File: src/rtl/mips_pkg.sv
// Shared definitions for the MIPS pipeline front end: fetch FSM states, redirect encoding,
// reset constants and the branch-target helper.
package mips_pkg;

  typedef enum logic [1:0] {
    StBoot,
    StRun,
    StHalt
  } fetch_state_e;

  typedef enum logic [1:0] {
    RedirNone,
    RedirBr,
    RedirJmp,
    RedirJr
  } redir_sel_e;

  localparam logic [31:0] NOP_INSTR        = 32'h0000_0000;
  localparam logic [31:0] DEFAULT_RESET_PC = 32'h0000_3000;

  // Branch offset is a signed word count relative to the delay-slot-free PC+4.
  function automatic logic [31:0] br_target(input logic [31:0] pc4, input logic [15:0] offset);
    return pc4 + {{14{offset[15]}}, offset, 2'b00};
  endfunction

endpackage

File: src/rtl/if_npc_sel.sv
// Redirect resolution for the fetch stage: priority select (jr > jmp > branch), target
// computation and misaligned-jr detection. Purely combinational.
module if_npc_sel
  import mips_pkg::*;
(
  input  logic        redirect_en_i,
  input  logic        br_taken_i,
  input  logic [15:0] br_offset_i,
  input  logic        jmp_i,
  input  logic [25:0] jmp_index_i,
  input  logic        jr_i,
  input  logic [31:0] jr_target_i,
  input  logic [31:0] if_id_pc4_i,
  output redir_sel_e  sel_o,
  output logic [31:0] target_o,
  output logic        misaligned_o
);

  always_comb begin
    sel_o = RedirNone;
    if (redirect_en_i) begin
      if (jr_i) begin
        sel_o = RedirJr;
      end else if (jmp_i) begin
        sel_o = RedirJmp;
      end else if (br_taken_i) begin
        sel_o = RedirBr;
      end
    end
  end

  always_comb begin
    target_o = '0;
    unique case (sel_o)
      RedirJr:  target_o = jr_target_i;
      RedirJmp: target_o = {if_id_pc4_i[31:28], jmp_index_i, 2'b00};
      RedirBr:  target_o = br_target(if_id_pc4_i, br_offset_i);
      default:  target_o = '0;
    endcase
  end

  assign misaligned_o = (sel_o == RedirJr) && (jr_target_i[1:0] != 2'b00);

endmodule

File: src/rtl/if_fetch_stage.sv
// MIPS instruction-fetch stage: PC register, synchronous-read imem interface, IF/ID register,
// and a BOOT/RUN/HALT control FSM with ID-stage redirects and hazard stalls.
module if_fetch_stage
  import mips_pkg::*;
#(
  parameter logic [31:0] RESET_PC = DEFAULT_RESET_PC,
  parameter int unsigned ADDR_W   = 10
) (
  input  logic              clk_i,
  input  logic              rst_i,
  input  logic              stall_i,
  input  logic              br_taken_i,
  input  logic [15:0]       br_offset_i,
  input  logic              jmp_i,
  input  logic [25:0]       jmp_index_i,
  input  logic              jr_i,
  input  logic [31:0]       jr_target_i,
  output logic              imem_en_o,
  output logic [ADDR_W-1:0] imem_addr_o,
  input  logic [31:0]       imem_rdata_i,
  output logic [31:0]       pc_f_o,
  output logic [31:0]       if_id_instr_o,
  output logic [31:0]       if_id_pc4_o,
  output logic              if_id_valid_o,
  output logic              addr_err_o
);

  fetch_state_e state_q, state_d;
  logic [31:0]  pc_q, pc_d;
  logic [31:0]  instr_q, instr_d;
  logic [31:0]  pc4_q, pc4_d;
  logic         valid_q, valid_d;
  logic         err_q, err_d;

  logic [31:0]  npc;
  logic         imem_en;
  logic         redirect_en;
  redir_sel_e   redir_sel;
  logic [31:0]  redir_target;
  logic         redir_misaligned;

  // Redirects only count when ID holds a real instruction and is not being held by a hazard.
  assign redirect_en = (state_q == StRun) && valid_q && !stall_i;

  if_npc_sel u_npc_sel (
    .redirect_en_i (redirect_en),
    .br_taken_i    (br_taken_i),
    .br_offset_i   (br_offset_i),
    .jmp_i         (jmp_i),
    .jmp_index_i   (jmp_index_i),
    .jr_i          (jr_i),
    .jr_target_i   (jr_target_i),
    .if_id_pc4_i   (pc4_q),
    .sel_o         (redir_sel),
    .target_o      (redir_target),
    .misaligned_o  (redir_misaligned)
  );

  always_comb begin
    state_d = state_q;
    pc_d    = pc_q;
    instr_d = instr_q;
    pc4_d   = pc4_q;
    valid_d = valid_q;
    err_d   = err_q;
    npc     = pc_q;
    imem_en = 1'b0;

    unique case (state_q)
      StBoot: begin
        imem_en = 1'b1;
        npc     = pc_q;
        instr_d = NOP_INSTR;
        pc4_d   = '0;
        valid_d = 1'b0;
        state_d = StRun;
      end
      StRun: begin
        imem_en = 1'b1;
        if (stall_i) begin
          // Re-read the same word so imem data stays aligned with pc_q after the stall.
          npc = pc_q;
        end else if (redir_sel != RedirNone) begin
          npc     = redir_target;
          instr_d = NOP_INSTR;
          pc4_d   = '0;
          valid_d = 1'b0;
          if (redir_misaligned) begin
            err_d   = 1'b1;
            state_d = StHalt;
          end
        end else begin
          npc     = pc_q + 32'd4;
          instr_d = imem_rdata_i;
          pc4_d   = pc_q + 32'd4;
          valid_d = 1'b1;
        end
        pc_d = npc;
      end
      StHalt: begin
        imem_en = 1'b0;
      end
      default: begin
        state_d = StBoot;
      end
    endcase

    if (rst_i) begin
      imem_en = 1'b0;
    end
  end

  always_ff @(posedge clk_i) begin
    if (rst_i) begin
      state_q <= StBoot;
      pc_q    <= RESET_PC;
      instr_q <= NOP_INSTR;
      pc4_q   <= '0;
      valid_q <= 1'b0;
      err_q   <= 1'b0;
    end else begin
      state_q <= state_d;
      pc_q    <= pc_d;
      instr_q <= instr_d;
      pc4_q   <= pc4_d;
      valid_q <= valid_d;
      err_q   <= err_d;
    end
  end

  assign imem_en_o     = imem_en;
  assign imem_addr_o   = npc[ADDR_W+1:2];
  assign pc_f_o        = pc_q;
  assign if_id_instr_o = instr_q;
  assign if_id_pc4_o   = pc4_q;
  assign if_id_valid_o = valid_q;
  assign addr_err_o    = err_q;

endmodule

File: config.mk
export PLATFORM = sky130hd
export DESIGN_NAME = if_fetch_stage
export DESIGN_NICKNAME = d
export VERILOG_FILES = /design/src/rtl/mips_pkg.sv /design/src/rtl/if_npc_sel.sv /design/src/rtl/if_fetch_stage.sv
export SDC_FILE = /design/constraint.sdc
export NUM_CORES = 1
export LEC_CHECK = 0
export CAP_MARGIN = 20
export CORE_ASPECT_RATIO = 0.5
export CORE_MARGIN = 8
export CORE_UTILIZATION = 43
export CTS_CLUSTER_DIAMETER = 120
export CTS_CLUSTER_SIZE = 14
export DETAILED_ROUTE_END_ITERATION = 10
export PLACE_DENSITY = 0.77
export SYNTH_ARGS = -nofsm -noshare
export SYNTH_HDL_FRONTEND = slang
export SYNTH_SLANG_ARGS = --single-unit
export TNS_END_PERCENT = 100
File: constraint.sdc
create_clock -name clk_i -period 8.06 [get_ports clk_i]
set_input_delay 1.612 -clock clk_i [delete_from_list [all_inputs] [get_ports clk_i]]
set_output_delay 1.612 -clock clk_i [all_outputs]
set_load 0.02 [all_outputs]
# Word-level counts from Yosys, hierarchy flattened
# Index checks and enable logic that the tools add are counted.
[totals] elab_cells=55 output_inout_bits=109 input_bits=112 regBits=100
[op_classes] n_bitwise=2 reduce_logical=13 muxes=23 n_addsub=2 n_eq_ne=8
[op_table] op="2-to-1 mux 32 bit" n=5
[op_table] op="one-hot mux 32 bit (2 select lines)" n=2
[op_table] op="one-hot mux 32 bit (3 select lines)" n=1
[op_table] op="adder 32 x 3 -> 32 bit, second input constant" n=1
[op_table] op="adder 32 bit" n=1
[op_table] op="2-to-1 mux 12 bit" n=2
[op_table] op="2-to-1 mux 2 bit" n=6
[op_table] op="AND reduction 4 bit" n=2
[op_table] op="== test 2 bit, second input constant" n=3
[op_table] op="one-hot mux 2 bit (3 select lines)" n=1
[op_table] op="nonzero test 2 bit" n=3
[op_table] op="2-to-1 mux 1 bit" n=5
[op_table] op="== test 2 x 1 -> 1 bit, second input constant" n=2
[op_table] op="inequality test 2 bit, second input constant" n=2
[op_table] op="AND reduction 2 bit" n=2
[op_table] op="logical AND 1 bit" n=3
[op_table] op="zero test 2 bit" n=1
[op_table] op="inequality test 2 x 1 -> 1 bit, second input constant" n=1
[op_table] op="NOT 1 bit" n=2
[op_table] op="one-hot mux 1 bit (2 select lines)" n=1
[op_table] op="OR reduction 2 bit" n=1
[op_table] op="zero test 1 bit" n=1

# Logic depth before layout (Yosys ltp)
[logic_depth] word_depth=10 ltp_mapped=11 mapped_depth_nobuf=11

# By module
# Synthesis repeated with hierarchy kept, for this count alone.
[unflattened] cells_unflattened=856 hier_area_um2=6680.2
[by_module_without_submodules] mod="if_fetch_stage" seq_area_each_um2=2001.9 area_per_inst_um2=4604.4 instances=1 cells_each=557
[by_module_without_submodules] mod="if_npc_sel" seq_area_each_um2=0.0 area_per_inst_um2=2075.7 instances=1 cells_each=299

# Least setup slack after synthesis
# Ideal clock, no wire load.
[synth_path] path_kind="input to output" startpoint="in br_offset_i[0]" endpoint="out imem_addr_o[6]" cell_stages=10 arrival_ns=3.368 path_buffers=0 path_slack_ns=3.080 required_time_ns=6.448 path_cell_list="ha_1 -> inv_1 -> fa_1 -> nand2b_1 -> a21oi_1 -> nor2b_1 -> xnor2_1 -> a221oi_1 -> a21oi_1 -> o22a_1"
[synth_via] elab_chain_len=5
[synth_lines] item="start: declaration" line_no="if_fetch_stage.sv:13" rtl="input logic [15:0] br_offset_i,"
[synth_lines] item="adder 32 bit" line_no="mips_pkg.sv:23" rtl="return pc4 + {{14{offset[15]}}, offset, 2'b00};"
[synth_lines] item="one-hot mux 32 bit (3 select lines)" line_no="if_npc_sel.sv:34" rtl="unique case (sel_o)"
[synth_lines] item="2-to-1 mux 32 bit" line_no="if_fetch_stage.sv:83" rtl="end else if (redir_sel != RedirNone) begin"
[synth_lines] item="2-to-1 mux 12 bit" line_no="if_fetch_stage.sv:80" rtl="if (stall_i) begin"
[synth_lines] item="2-to-1 mux 12 bit" line_no="if_fetch_stage.sv:69" rtl="unique case (state_q)"
[synth_lines] item="end: declaration" line_no="if_fetch_stage.sv:19" rtl="output logic [ADDR_W-1:0] imem_addr_o,"
# No other way between the ends.

# Final worst setup path
[layout_path] startpoint="in stall_i" endpoint="out imem_addr_o[7]"
[layout_via] elab_chain_len=8 word_cells_on_any_way=11 classes_between="eq/ne: 3; mux: 5; reduce/logical: 3"
[layout_lines] item="start: declaration" line_no="if_fetch_stage.sv:11" rtl="input logic stall_i,"
[layout_lines] item="zero test 1 bit" line_no="if_fetch_stage.sv:43" rtl="assign redirect_en = (state_q == StRun) && valid_q && !stall_i;"
[layout_lines] item="logical AND 1 bit" line_no="if_fetch_stage.sv:43"
[layout_lines] item="2-to-1 mux 2 bit" line_no="if_npc_sel.sv:21" rtl="if (redirect_en_i) begin"
[layout_lines] item="== test 2 x 1 -> 1 bit / == test 2 bit (equally long branches)" line_no="if_npc_sel.sv:34"
[layout_lines] item="one-hot mux 32 bit (3 select lines)" line_no="if_npc_sel.sv:34"
[layout_lines] item="2-to-1 mux 32 bit" line_no="if_fetch_stage.sv:83"
[layout_lines] item="2-to-1 mux 12 bit (*)" line_no="if_fetch_stage.sv:80"
[layout_lines] item="2-to-1 mux 12 bit (*)" line_no="if_fetch_stage.sv:69"
# Every way passes the cells marked *; elsewhere a longest branch is shown, timed or not.

==> results.py <==
metrics = {
    "run_status": {
        "outcome": "completed",
    },
    "clocking": {
        "clkSinkCount": 100,
        "htree_levels": 3,
        "cts_tree": "yes",
        "clock_insertion_delay_worst_skew_ns": 0.35,
        "cts-hold-fix-buffers": 0,
        "cts-root-buf": "clkbuf_16",
        "post-cts-setup-buffer-count": 0,
        "cts_resized": 0,
        "cts_buffers": 9,
        "clk_pin_slew_ns": 0.08,
        "clk_path_buf_depth": 2,
    },
    "pwr": {
        "leakagePower_nw": 3.386,
        "comb_power_share": 0.185,
        "vdd_drop_max_mv": 0.1077,
        "internal_power_uw": 828.5,
        "totalPowerFinal_mw": 1.181,
        "pwr_density_cell_mw_per_mm2": 131.1,
        "p_sw_frac": 0.2984,
        "p_sw_uw": 352.4,
        "power_frac_clock": 0.379,
        "seqPwrFrac": 0.436,
    },
    "setup_path": {
        "r2r_end": "pc_f_o[30]",
        "start_kind": "input pin",
        "r2r_cells": 11,
        "r2r_start": "if_id_pc4_o[2]",
        "critPathMaxFanout": 20,
        "worstPathRequired_ns": 6.45,
        "arrival_ns": 5.01,
        "crit_path_end_kind": "output port",
        "r2r_slack_ns": 4.53,
        "path_class": "in -> out",
    },
    "synthesis": {
        "yosysUniqueCellTypes": 82,
        "synth_ff_type": "dfxtp_1",
        "yosysTopAreaCell": "dfxtp_1",
        "synth_top_area_frac": 0.3112,
        "yosys_warnings": 0,
        "postSynthAreaPerCell_um2": 8.010,
        "synth_commonest_cells": "101 x nor2_1, 100 x dfxtp_1, 78 x a21oi_1",
        "synth_edf_count": 0,
        "synthesis.area_mm2": 0.006432,
        "syn_nets": 946,
        "synth_seq_cells": 100,
        "yosys-top-cells-area": "dfxtp_1 31%, a22oi_1 6.9%, a21oi_1 6.1%, nor2_1 5.9%, ha_1 5.8%",
        "async_flop_share": 0,
        "seq_area_frac_synth": 0.3112,
        "synth_most_common_cell": "nor2_1",
        "synthCells": 803,
    },
    "route": {
        "first_iter_violations": 807,
        "ant_nets": 0,
        "first_pass_iters": 5,
        "drcViolationCount": 0,
        "post_drt_via_cell_ratio": 5.941,
        "vias": 7093,
        "routedWlPerCell_um": 20.94,
        "drt_wl_total_um": 25000,
    },
    "die": {
        "start_util": 0.4422,
        "die_height_um": 102.5,
        "chipWidth_um": 189.0,
        "rows": 31,
        "core_area_mm2": 0.01455,
        "ioPinCount": 221,
        "dieArea_mm2": 0.01937,
    },
    "global_route": {
        "grt_pass1_vias": 6870,
        "antenna_found_initial": 0,
        "grt_pass1_wl_um": 38340,
        "grt.total_usage": 0.2487,
        "grt-busiest-layer": "met2",
        "gr-usage-met3": 0.07595,
        "grt_overflow_total": 0,
        "grt_util_met1": 0.3159,
        "grt_max_degree": 96,
        "met2_usage": 0.4099,
    },
    "placement": {
        "gp_congestion": 0.9926,
        "io_buffers": 220,
        "dpl_cell_area_mm2": 0.008717,
        "hpwl_um": 18670,
    },
    "hold_path": {
        "hp-start": "addr_err_o",
        "min_to": "addr_err_o",
        "hold_path.class": "reg -> reg",
        "holdPathStages": 2,
    },
    "finish": {
        "drive_gt1_frac": 0.05622,
        "num_antenna_cells": 0,
        "area_growth_pct": 40.09,
        "final_area_mm2": 0.009011,
        "nets": 1134,
    },
    "sta": {
        "worst_pin_slew_ns": 1.037,
        "finalClockSkew_ns": 0.01165,
        "post-route-period-util": 0.8212,
        "slew_viol_final": 0,
        "hold_slack_ns": 0.4708,
        "min_period_ns": 6.619,
        "timing.slew.headroom": 0.3086,
        "finalHoldViolCount": 0,
        "setup_tns_ns": 0,
        "setup_viol": 0,
        "rsz0062_at_grt": "no",
        "max_freq_mhz": 151.1,
    },
    "flow_run": {
        "max_cap_viol_count": 0,
    },
}
-- sequential cells by signal, indices dropped and copies added, names as in the netlist, named ones only --
| signal | cells |
|---|---|
| addr_err_o | 1 |
| pc_f_o | 30 |
| state_q | 2 |
| if_id_valid_o | 1 |
| if_id_pc4_o | 32 |
| if_id_instr_o | 32 |
-- how the worst max path moves through the flow --
| stage | start | cells after the start | slack, ns | end |
|---|---|---|---|---|
| 5_1_grt | stall_i | 9 | 1.25 | imem_addr_o[4] |
| 2_1_floorplan | br_offset_i[0] | 10 | 3.08 | imem_addr_o[6] |
| 4_1_cts | stall_i | 9 | 1.54 | imem_addr_o[4] |
| 3_5_place_dp | stall_i | 9 | 1.55 | imem_addr_o[8] |
| 3_3_place_gp | stall_i | 9 | 1.65 | imem_addr_o[4] |
| 6_report | stall_i | 8 | 1.44 | imem_addr_o[7] |
-- final cells by class --
cell class,count,area (µm²)
Clock buffer,9,225.2
Clock inverter,7,68.82
Fill cell,1306,5534
Inverter,18,67.56
Multi-Input combinational cell,634,4140
Sequential cell,100,2002
Tap cell,198,247.7
Timing Repair Buffer,228,2260
-- routing by layer --
layer | routed length, µm | up-vias
li1 | - | 3361
met3 | 2604 | 23
met2 | 11400 | 346
met5 | 0 | -
met4 | 279 | 0
met1 | 10720 | 3363
-- kinds of logic (layout without fill, tap and decap cells) --
kind of cell / count (synthesis) / count (layout) / share of synthesized area
compound gates: 287 / 287 / 0.3066
xor+xnor: 42 / 42 / 0.05719
fa+ha+maj: 31 / 31 / 0.06147
buf+inv: 69 / 262 / 0.04610
flops: 100 / 100 / 0.3112
mux: 5 / 5 / 0.007781
simple gates: 269 / 269 / 0.2097
-- critical path, cell delays in order --
cell and delay, ns:
clkdlybuf4s50_1 0.50, nor3b_4 0.68, and2_1 0.41, and3_1 0.39, buf_4 0.33, a21oi_1 0.12
a311oi_2 0.28, clkdlybuf4s50_1 0.67
-- per-stage QoR --
stage / std cells / util / worst slack [ns]
after floorplan: 803 / - / 3.080
after detailed placement: 1178 / 0.5993 / 1.549
after global placement: 1178 / 0.5993 / 1.655
final: 1194 / 0.6195 / 1.441
after CTS: 1194 / 0.6195 / 1.541
after global routing: 1194 / 0.6195 / 1.254
-- power by group through the flow --
stage	Sequential [mW]	Clock, mW	Combinational (mW)
after floorplan	0.537	0	0.0911
after global placement	0.526	0	0.213
after detailed placement	0.526	0	0.215
after CTS	0.515	0.454	0.216
after global routing	0.517	0.470	0.233
final	0.515	0.448	0.218
-- placed cells by master, fill, tap and decap left out, types with 4 or more instances in the layout --
cell type,n
and2_1,6
nand3_1,21
a21o_1,15
mux2i_1,5
and3_1,11
or3_1,8
dfxtp_1,100
a222oi_1,8
nor2_1,101
buf_4,9
a21oi_1,78
clkbuf_16,9
nand2_1,59
a22oi_1,59
a211oi_1,12
nand2b_1,7
clkdlybuf4s50_1,219
inv_1,18
xnor2_1,28
xor2_1,14
nor2b_1,11
o211ai_1,10
nand4_1,4
nor3_1,8
ha_1,30
a31oi_1,5
nor3b_1,5
a221oi_1,8
o21ai_1,9
o21ai_0,35
(Power assumes the default switching activity.)
